`config.mk`:
```
export PLATFORM = sky130hd
export DESIGN_NAME = mips_bus_arbiter
export DESIGN_NICKNAME = d
export VERILOG_FILES = /design/src/rtl/mips_bus_arbiter_pkg.sv /design/src/rtl/mips_bus_arb_picker.sv /design/src/rtl/mips_bus_arbiter.sv
export SDC_FILE = /design/constraint.sdc
export NUM_CORES = 1
export LEC_CHECK = 0
export CAP_MARGIN = 40
export CELL_PAD_IN_SITES_DETAIL_PLACEMENT = 0
export CELL_PAD_IN_SITES_GLOBAL_PLACEMENT = 1
export CORE_ASPECT_RATIO = 0.5
export CORE_MARGIN = 2
export CORE_UTILIZATION = 13
export DETAILED_ROUTE_END_ITERATION = 8
export GPL_TIMING_DRIVEN = 0
export PLACE_DENSITY_LB_ADDON = 0.1
export SYNTH_ARGS = -nofsm -noshare
export SYNTH_HDL_FRONTEND = slang
export SYNTH_SLANG_ARGS = --single-unit
export TNS_END_PERCENT = 5
```
`constraint.sdc`:
```
create_clock -name clk -period 1.25 [get_ports clk]
set_input_delay 0.25 -clock clk [delete_from_list [all_inputs] [get_ports clk]]
set_output_delay 0.25 -clock clk [all_outputs]
set_load 0.03 [all_outputs]
```
`src/rtl/mips_bus_arbiter_pkg.sv`:
```
// Shared CPU bus definitions: arbiter FSM states and decoded bus operation.
package mips_bus_arbiter_pkg;

    typedef enum logic {
        IDLE,
        BUSY
    } arb_state_t;

    typedef enum logic [1:0] {
        OP_NONE,
        OP_READ,
        OP_WRITE
    } bus_op_t;

    // A master raising read and write together is serviced as a write.
    function automatic bus_op_t bus_op(input logic rd, input logic wr);
        if (wr)      return OP_WRITE;
        else if (rd) return OP_READ;
        else         return OP_NONE;
    endfunction

endpackage

```
`src/rtl/mips_bus_arb_picker.sv`:
```
// Request selector: first requester found scanning upward from start, wrapping.
module mips_bus_arb_picker #(
    parameter int N  = 2,
    parameter int IW = (N > 1) ? $clog2(N) : 1
) (
    input  logic [N-1:0]  req,
    input  logic [IW-1:0] start,
    output logic          valid,
    output logic [IW-1:0] idx
);

    always_comb begin
        int j;
        valid = 1'b0;
        idx   = '0;
        j     = 0;
        // Walk from the farthest offset down so the nearest requester wins.
        for (int i = N - 1; i >= 0; i--) begin
            j = (int'(start) + i) % N;
            if (req[j]) begin
                valid = 1'b1;
                idx   = IW'(j);
            end
        end
    end

endmodule

```
`src/rtl/mips_bus_arbiter.sv`:
```
// N-master to one-slave Avalon-MM arbiter with an IDLE/BUSY grant FSM.
// Define ARB_ROUND_ROBIN_EN for round-robin selection; default is fixed priority.
module mips_bus_arbiter
    import mips_bus_arbiter_pkg::*;
#(
    parameter int N_MASTERS = 2,
    parameter int ADDR_W    = 32,
    parameter int DATA_W    = 32,
    parameter int BE_W      = DATA_W / 8,
    parameter int IW        = $clog2(N_MASTERS)
) (
    input  logic                             clk,
    input  logic                             reset,
    input  logic [N_MASTERS-1:0][ADDR_W-1:0] m_address,
    input  logic [N_MASTERS-1:0]             m_read,
    input  logic [N_MASTERS-1:0]             m_write,
    input  logic [N_MASTERS-1:0][DATA_W-1:0] m_writedata,
    input  logic [N_MASTERS-1:0][BE_W-1:0]   m_byteenable,
    output logic [N_MASTERS-1:0]             m_waitrequest,
    output logic [DATA_W-1:0]                m_readdata,
    output logic [ADDR_W-1:0]                s_address,
    output logic                             s_read,
    output logic                             s_write,
    output logic [DATA_W-1:0]                s_writedata,
    output logic [BE_W-1:0]                  s_byteenable,
    input  logic                             s_waitrequest,
    input  logic [DATA_W-1:0]                s_readdata,
    output logic                             grant_valid,
    output logic [IW-1:0]                    grant_idx
);

    arb_state_t    state_q, state_d;
    logic [IW-1:0] grant_q, grant_d;
    logic [IW-1:0] pick_start;
    logic [IW-1:0] pick_idx;
    logic          pick_valid;
    bus_op_t       gnt_op;

`ifdef ARB_ROUND_ROBIN_EN
    logic [IW-1:0] ptr_q, ptr_d;
    assign pick_start = IW'((int'(ptr_q) + 1) % N_MASTERS);
`else
    assign pick_start = '0;
`endif

    mips_bus_arb_picker #(.N(N_MASTERS), .IW(IW)) u_picker (
        .req   (m_read | m_write),
        .start (pick_start),
        .valid (pick_valid),
        .idx   (pick_idx)
    );

    assign m_readdata  = s_readdata;
    assign grant_valid = (state_q == BUSY);
    assign grant_idx   = grant_q;
    assign gnt_op      = bus_op(m_read[grant_q], m_write[grant_q]);

    always_comb begin
        state_d       = state_q;
        grant_d       = grant_q;
`ifdef ARB_ROUND_ROBIN_EN
        ptr_d         = ptr_q;
`endif
        s_address     = '0;
        s_writedata   = '0;
        s_byteenable  = '0;
        s_read        = 1'b0;
        s_write       = 1'b0;
        m_waitrequest = '1;
        case (state_q)
            IDLE: begin
                if (pick_valid) begin
                    grant_d = pick_idx;
                    state_d = BUSY;
                end
            end
            BUSY: begin
                s_address     = m_address[grant_q];
                s_writedata   = m_writedata[grant_q];
                s_byteenable  = m_byteenable[grant_q];
                s_read        = (gnt_op == OP_READ);
                s_write       = (gnt_op == OP_WRITE);
                m_waitrequest[grant_q] = s_waitrequest;
                // A master that abandons its request releases the bus without a transfer.
                if (gnt_op == OP_NONE) begin
                    state_d = IDLE;
                end else if (!s_waitrequest) begin
                    state_d = IDLE;
`ifdef ARB_ROUND_ROBIN_EN
                    ptr_d   = grant_q;
`endif
                end
            end
            default: state_d = IDLE;
        endcase
    end

    always_ff @(posedge clk) begin
        if (reset) begin
            state_q <= IDLE;
            grant_q <= '0;
`ifdef ARB_ROUND_ROBIN_EN
            ptr_q   <= IW'(N_MASTERS - 1);
`endif
        end else begin
            state_q <= state_d;
            grant_q <= grant_d;
`ifdef ARB_ROUND_ROBIN_EN
            ptr_q   <= ptr_d;
`endif
        end
    end

endmodule

```
After elaboration in Yosys (flattened, before gate mapping)
Cells that the tools add are included.
- multiplexer cells: 27
- $lt $le $gt $ge: 2
- bitwise logic cells: 4
- reduce and logical (&&, ||, !) cells: 3
- equality and inequality tests: 2
- operators by type and width (cell ; count):
    $mux W32 ; 6
    $mux W1 ; 14
    $mux W4 ; 3
    $mux W2 ; 2
    $or A2 B2 Y2 ; 2
    $eq A2 B1 Y1 const B ; 1
    $eq A2 B2 Y1 const B ; 1
    $logic_not A2 Y1 ; 1
    $lt A1 B2 Y1 const B ; 1
    $not A2 Y2 ; 1
    $pmux W1 S2 ; 1
    $reduce_and A2 Y1 ; 1
    $demux W1 S1 ; 1
    $ge A1 B1 Y1 const B ; 1
    $logic_and A1 B1 Y1 ; 1
    $not A1 Y1 ; 1
- input bits: 175
- output and inout bits: 106
- register bits: 2
- logic and storage cells: 40

Logic depth before layout (Yosys ltp)
- word-level depth: 7
- gate-level depth with buffers: 5

Modules after synthesis
Synthesis repeated with hierarchy kept, for this count alone.
- cells, all modules: 208
- area, all modules: 1634.1 um2
- modules (own cells, without submodules) (module ; sequential area each (um2) ; area each (um2) ; cells each ; times used):
    mips_bus_arbiter ; 40.0 ; 1616.6 ; 205 ; 1
    mips_bus_arb_picker ; 0.0 ; 17.5 ; 3 ; 1

Worst setup path after synthesis
No wires, ideal clock.
- path kind: reg-to-output
- from: register grant_q, in the netlist grant_idx
- to: output s_address[10]
- slack: -0.452 ns
- data arrival time: 1.452 ns
- stages on the path, launching flop included: 6
- required time: 1.000 ns
- cells stage by stage: dfxtp_1 -> buf_6 -> buf_12 -> buf_12 -> mux2i_1 -> nor2b_1
- cells in the longest elaborated chain, start to end: 3
- ends and longest elaborated chain (element ; line ; RTL):
    start, declared ; mips_bus_arbiter.sv:33 ; logic [IW-1:0] grant_q, grant_d;
    start signal, assigned ; mips_bus_arbiter.sv:107 ; grant_q <= grant_d;
    $mux W32 (implied by the code) (2 in series) ; mips_bus_arbiter.sv:78 ; s_address = m_address[grant_q];
    $mux W32 ; mips_bus_arbiter.sv:70 ; case (state_q)
    end, declared ; mips_bus_arbiter.sv:21 ; output logic [ADDR_W-1:0] s_address,
Every way passes these cells. The select of a mux whose other input is x is not followed.

Final worst setup path
- from: register grant_q, in the netlist grant_idx
- to: output s_address[1]
The elaborated chain is that of the path after synthesis.

==> results.py <==
metrics = {
    "critical_path": {
        "crit_path_cell_trace": "buf_8 > buf_12 > mux2i_4 > nor2b_4 > clkdlybuf4s15_2",
        "cp_slowest_stage_delay_ns": 0.34,
        "crit_path_launch_type": "flop",
        "timing.critical_path.max_delay_family": "buffers and inverters",
        "critical_path_arrival_ns": 1.45,
        "cp.required_ns": 1.00,
        "worst_path_maximum_fanout": 10,
        "worst-path-buf-inv": 3,
        "critical_path.slowest_cell": "sky130_fd_sc_hd__dfxtp_4",
        "worstSetupEndpointType": "output pin",
        "critical_path_class": "flop to output pin",
    },
    "run_status": {
        "violations": "negative setup slack",
        "run_status": "complete, but fails checks",
    },
    "power": {
        "total_leakage_power_nw": 1.99,
        "ir_worst_vdd_mv": 0.363,
        "clkPwrFrac_pct": 17.0,
        "seq_power_share_pct": 2.6,
        "power_switching_mw": 1.11,
        "comb_power_share_pct": 80.5,
        "power_density_nw_per_um2": 570,
        "cell_internal_pwr_mw": 1.82,
        "swShare_pct": 38.0,
    },
    "detailed_routing": {
        "drt_drc_violations_left": 0,
        "route.top_layer_used": "met4",
        "num_vias": 2332,
        "routed_wl_um": 8400,
        "antenna_left": 0,
        "drtIter0Drc": 35,
        "route.met2.wl_um": 4710,
        "met3_wirelength_um": 693,
        "detail_route.vias_per_cell": 3.68,
        "wirelength_met1_um": 2930,
        "drt_first_pass_iters": 2,
        "routedWlPerCell_um": 13.2,
    },
    "sta": {
        "totalNegativeSetupSlack_ns": -29.59,
        "final.min_clock_period_ns": 1.70,
        "transition_time_at_the_pin_with_the_least_slew_margin_ns": 0.352,
        "setup_viol": 72,
        "final.period_utilization_pct": 136,
        "grt_setup_unrepaired": "yes",
        "achievable-frequency_mhz": 588,
        "worst_slack_ns": -0.450,
        "timing.final.max_slew_violations": 0,
        "final.setup_skew_ns": 0.00304,
        "timing_hold_violations_final": 0,
        "maxSlewHeadroom_pct": 76.6,
    },
    "floorplanning": {
        "floorplan.die_area_um2": 13800,
        "die_h_um": 84.2,
        "core_region_area_um2": 12600,
        "io_pins": 281,
        "rows": 29,
        "floorplan.initialDensity_pct": 13.3,
        "dieWidth_um": 164,
    },
    "placed_design": {
        "place.detailed.hpwl_um": 6960,
        "placedCellCount": 623,
        "gp_routability_congestion": 0.694,
        "port-buffer-count": 248,
    },
    "synthesis": {
        "yosys.area_share.simple_pct": 28.8,
        "netlist.area_leader.share_pct": 41.3,
        "synthesis.instances": 205,
        "largest_family_of_logic_cells_by_synthesized_area": "multiplexers",
        "synthTopCellsByCount": "70 x sky130_fd_sc_hd__nor2b_1, 69 x sky130_fd_sc_hd__mux2i_1, 34 x sky130_fd_sc_hd__buf_4",
        "synth_xor_xnor_area_share_pct": 0,
        "synth-compound-area-share_pct": 2.69,
        "synth-warning-count": 0,
        "netlist.top_cell.by_area": "sky130_fd_sc_hd__mux2i_1",
        "synthMuxAreaShare_pct": 41.3,
        "synth.top_cells.by_area": "sky130_fd_sc_hd__mux2i_1 41%, sky130_fd_sc_hd__nor2b_1 26%, sky130_fd_sc_hd__buf_4 15%",
        "number_of_flops_mapped_to_enable_cells_by_yosys": 0,
        "synth.most_common_cell": "sky130_fd_sc_hd__nor2b_1",
        "ys_async_sr_fraction_pct": 0,
        "sequential_to_total_area_share_from_yosys_stat_pct": 2.40,
        "yosys.area_share.adder_pct": 0,
        "synth-main-ff-cell": "sky130_fd_sc_hd__dfxtp_1",
        "synth_area_per_cell_um2": 8.15,
        "ys_ff_latch": 2,
        "synth_fp_nets": 380,
        "mappedNetlistArea_um2": 1670,
        "yosysUniqueCellTypes": 18,
    },
    "clock_network": {
        "cts_max_level": 1,
        "clk_path_buf_depth": 2,
        "cts-hold-fix-buffers": 0,
        "tritoncts": "yes",
        "cts_num_sinks": 2,
        "ctsRootBufferMaster": "sky130_fd_sc_hd__clkbuf_16",
        "clkLatencyLatePin_ns": 0.22,
        "cts-buffers-inserted": 3,
        "clk_slew_on_worst_s_h_paths_ns": 0.03,
    },
    "grt": {
        "antenna_found_initial": 0,
        "grt-ovfl-total": 0,
        "gr-usage-all-layers_pct": 11.0,
        "grt_pass1_vias": 2328,
        "grt_max_degree": 11,
        "global_route_wire_length_before_repair_um": 12100,
    },
    "layout": {
        "area_growth_pct": 208,
        "drive_above_1_share_pct": 53.0,
        "n_antenna_cell": 0,
        "instances_no_fill": 634,
        "design.final.nets": 640,
    },
    "flow_run": {
        "cap_violations": 0,
    },
    "hold_path": {
        "timing.hold.worst.class": "input port to flop",
    },
}
[through the flow]
step                      total power, mW  hold slack [ns]  cell area, um2  worst slack (ns)  utilization [%]
after global placement               2.21            0.807            4600            -0.888             36.5
final                                2.93            0.644            5140            -0.450             40.8
after global routing                 3.07            0.694            5140            -0.507             40.8
after floorplan                      1.23            0.405            1900            -0.192                -
after CTS                            2.91            0.651            5060            -0.481             40.2
after detailed placement             2.21            0.823            4600            -0.927             36.5
[worst paths after layout]
kind / to / startpoint / cells after the start / slack, ns
worst max register to register: grant_valid$_SDFF_PP0_ / grant_idx$_SDFFE_PP0P_ / 6 / 0.02
worst min-delay path: grant_valid$_SDFF_PP0_ / reset / 3 / 0.64
worst min register to register: grant_idx$_SDFFE_PP0P_ / grant_valid$_SDFF_PP0_ / 2 / 0.76
worst max-delay path: s_address[1] / grant_idx$_SDFFE_PP0P_ / 5 / -0.45
[power groups by stage]
stage	Sequential, mW	Clock (mW)	Combinational [mW]
floorplan	0.0848	0	1.14
global placement	0.0752	0	2.13
detailed placement	0.0756	0	2.13
CTS	0.0754	0.501	2.33
global route	0.0762	0.509	2.48
finish	0.0750	0.497	2.36
[worst min-delay path, cell delays in order]
cell and delay, ns:
sky130_fd_sc_hd__clkdlybuf4s50_1 0.39, sky130_fd_sc_hd__inv_1 0.07, sky130_fd_sc_hd__o21a_1 0.12
[flip-flops by register name, summed over array words and instances, names as in the netlist]
register / cells
grant_valid: 1
grant_idx: 1
[metal layers]
| layer | global-route usage (%) | vias to the layer above |
|---|---|---|
| met3 | 1.88 | 6 |
| met4 | 2.15 | 0 |
| li1 | - | 1171 |
| met2 | 23.1 | 116 |
| met1 | 11.3 | 1039 |
| met5 | 0 | - |
[logic make-up after synthesis]
logic type | count (synthesis)
flip-flops | 2
multiplexers | 69
AND/OR/NAND/NOR | 77
AO/OA/AOI/OAI | 5
buffers and inverters | 52
[timing repair]
action / in CTS / in global routing
setup endpoints to repair: 74 / 88
setup buffers: 2 / 0
gates cloned: 3 / 2
pin swaps: 1 / 0
gates resized for setup: 428 / 38
[layout make-up]
type | instances | area, um2
clock buffer | 4 | 78.8
tap | 170 | 213
buffer | 49 | 465
inverter | 3 | 11.3
multi-input combinational | 151 | 1660
fill | 1274 | 7450
timing repair buffer | 255 | 2670
sequential | 2 | 45.0
[layout by cell type (no fill, tap or decap)]
cell type / n
sky130_fd_sc_hd__nor2_1: 4
sky130_fd_sc_hd__buf_2: 3
sky130_fd_sc_hd__clkbuf_2: 4
sky130_fd_sc_hd__nand3_1: 1
sky130_fd_sc_hd__dfxtp_4: 1
sky130_fd_sc_hd__inv_1: 3
sky130_fd_sc_hd__buf_4: 48
sky130_fd_sc_hd__clkdlybuf4s50_1: 161
sky130_fd_sc_hd__mux2i_4: 13
sky130_fd_sc_hd__clkbuf_16: 5
sky130_fd_sc_hd__a21oi_1: 1
sky130_fd_sc_hd__mux2i_2: 15
sky130_fd_sc_hd__buf_16: 4
sky130_fd_sc_hd__nor2b_4: 10
sky130_fd_sc_hd__nor2b_2: 60
sky130_fd_sc_hd__nor3_4: 1
sky130_fd_sc_hd__a211oi_2: 1
sky130_fd_sc_hd__nand3b_1: 1
sky130_fd_sc_hd__clkdlybuf4s15_2: 28
sky130_fd_sc_hd__o21a_1: 1
sky130_fd_sc_hd__o221a_1: 1
sky130_fd_sc_hd__clkbuf_4: 2
sky130_fd_sc_hd__buf_6: 42
sky130_fd_sc_hd__buf_12: 5
sky130_fd_sc_hd__dfxtp_2: 1
sky130_fd_sc_hd__mux2i_1: 41
sky130_fd_sc_hd__clkbuf_1: 1
sky130_fd_sc_hd__clkbuf_8: 1
sky130_fd_sc_hd__buf_8: 2
sky130_fd_sc_hd__a32oi_1: 1
sky130_fd_sc_hd__dlygate4sd2_1: 2
No activity file was read; power rests on OpenSTA's default activity.
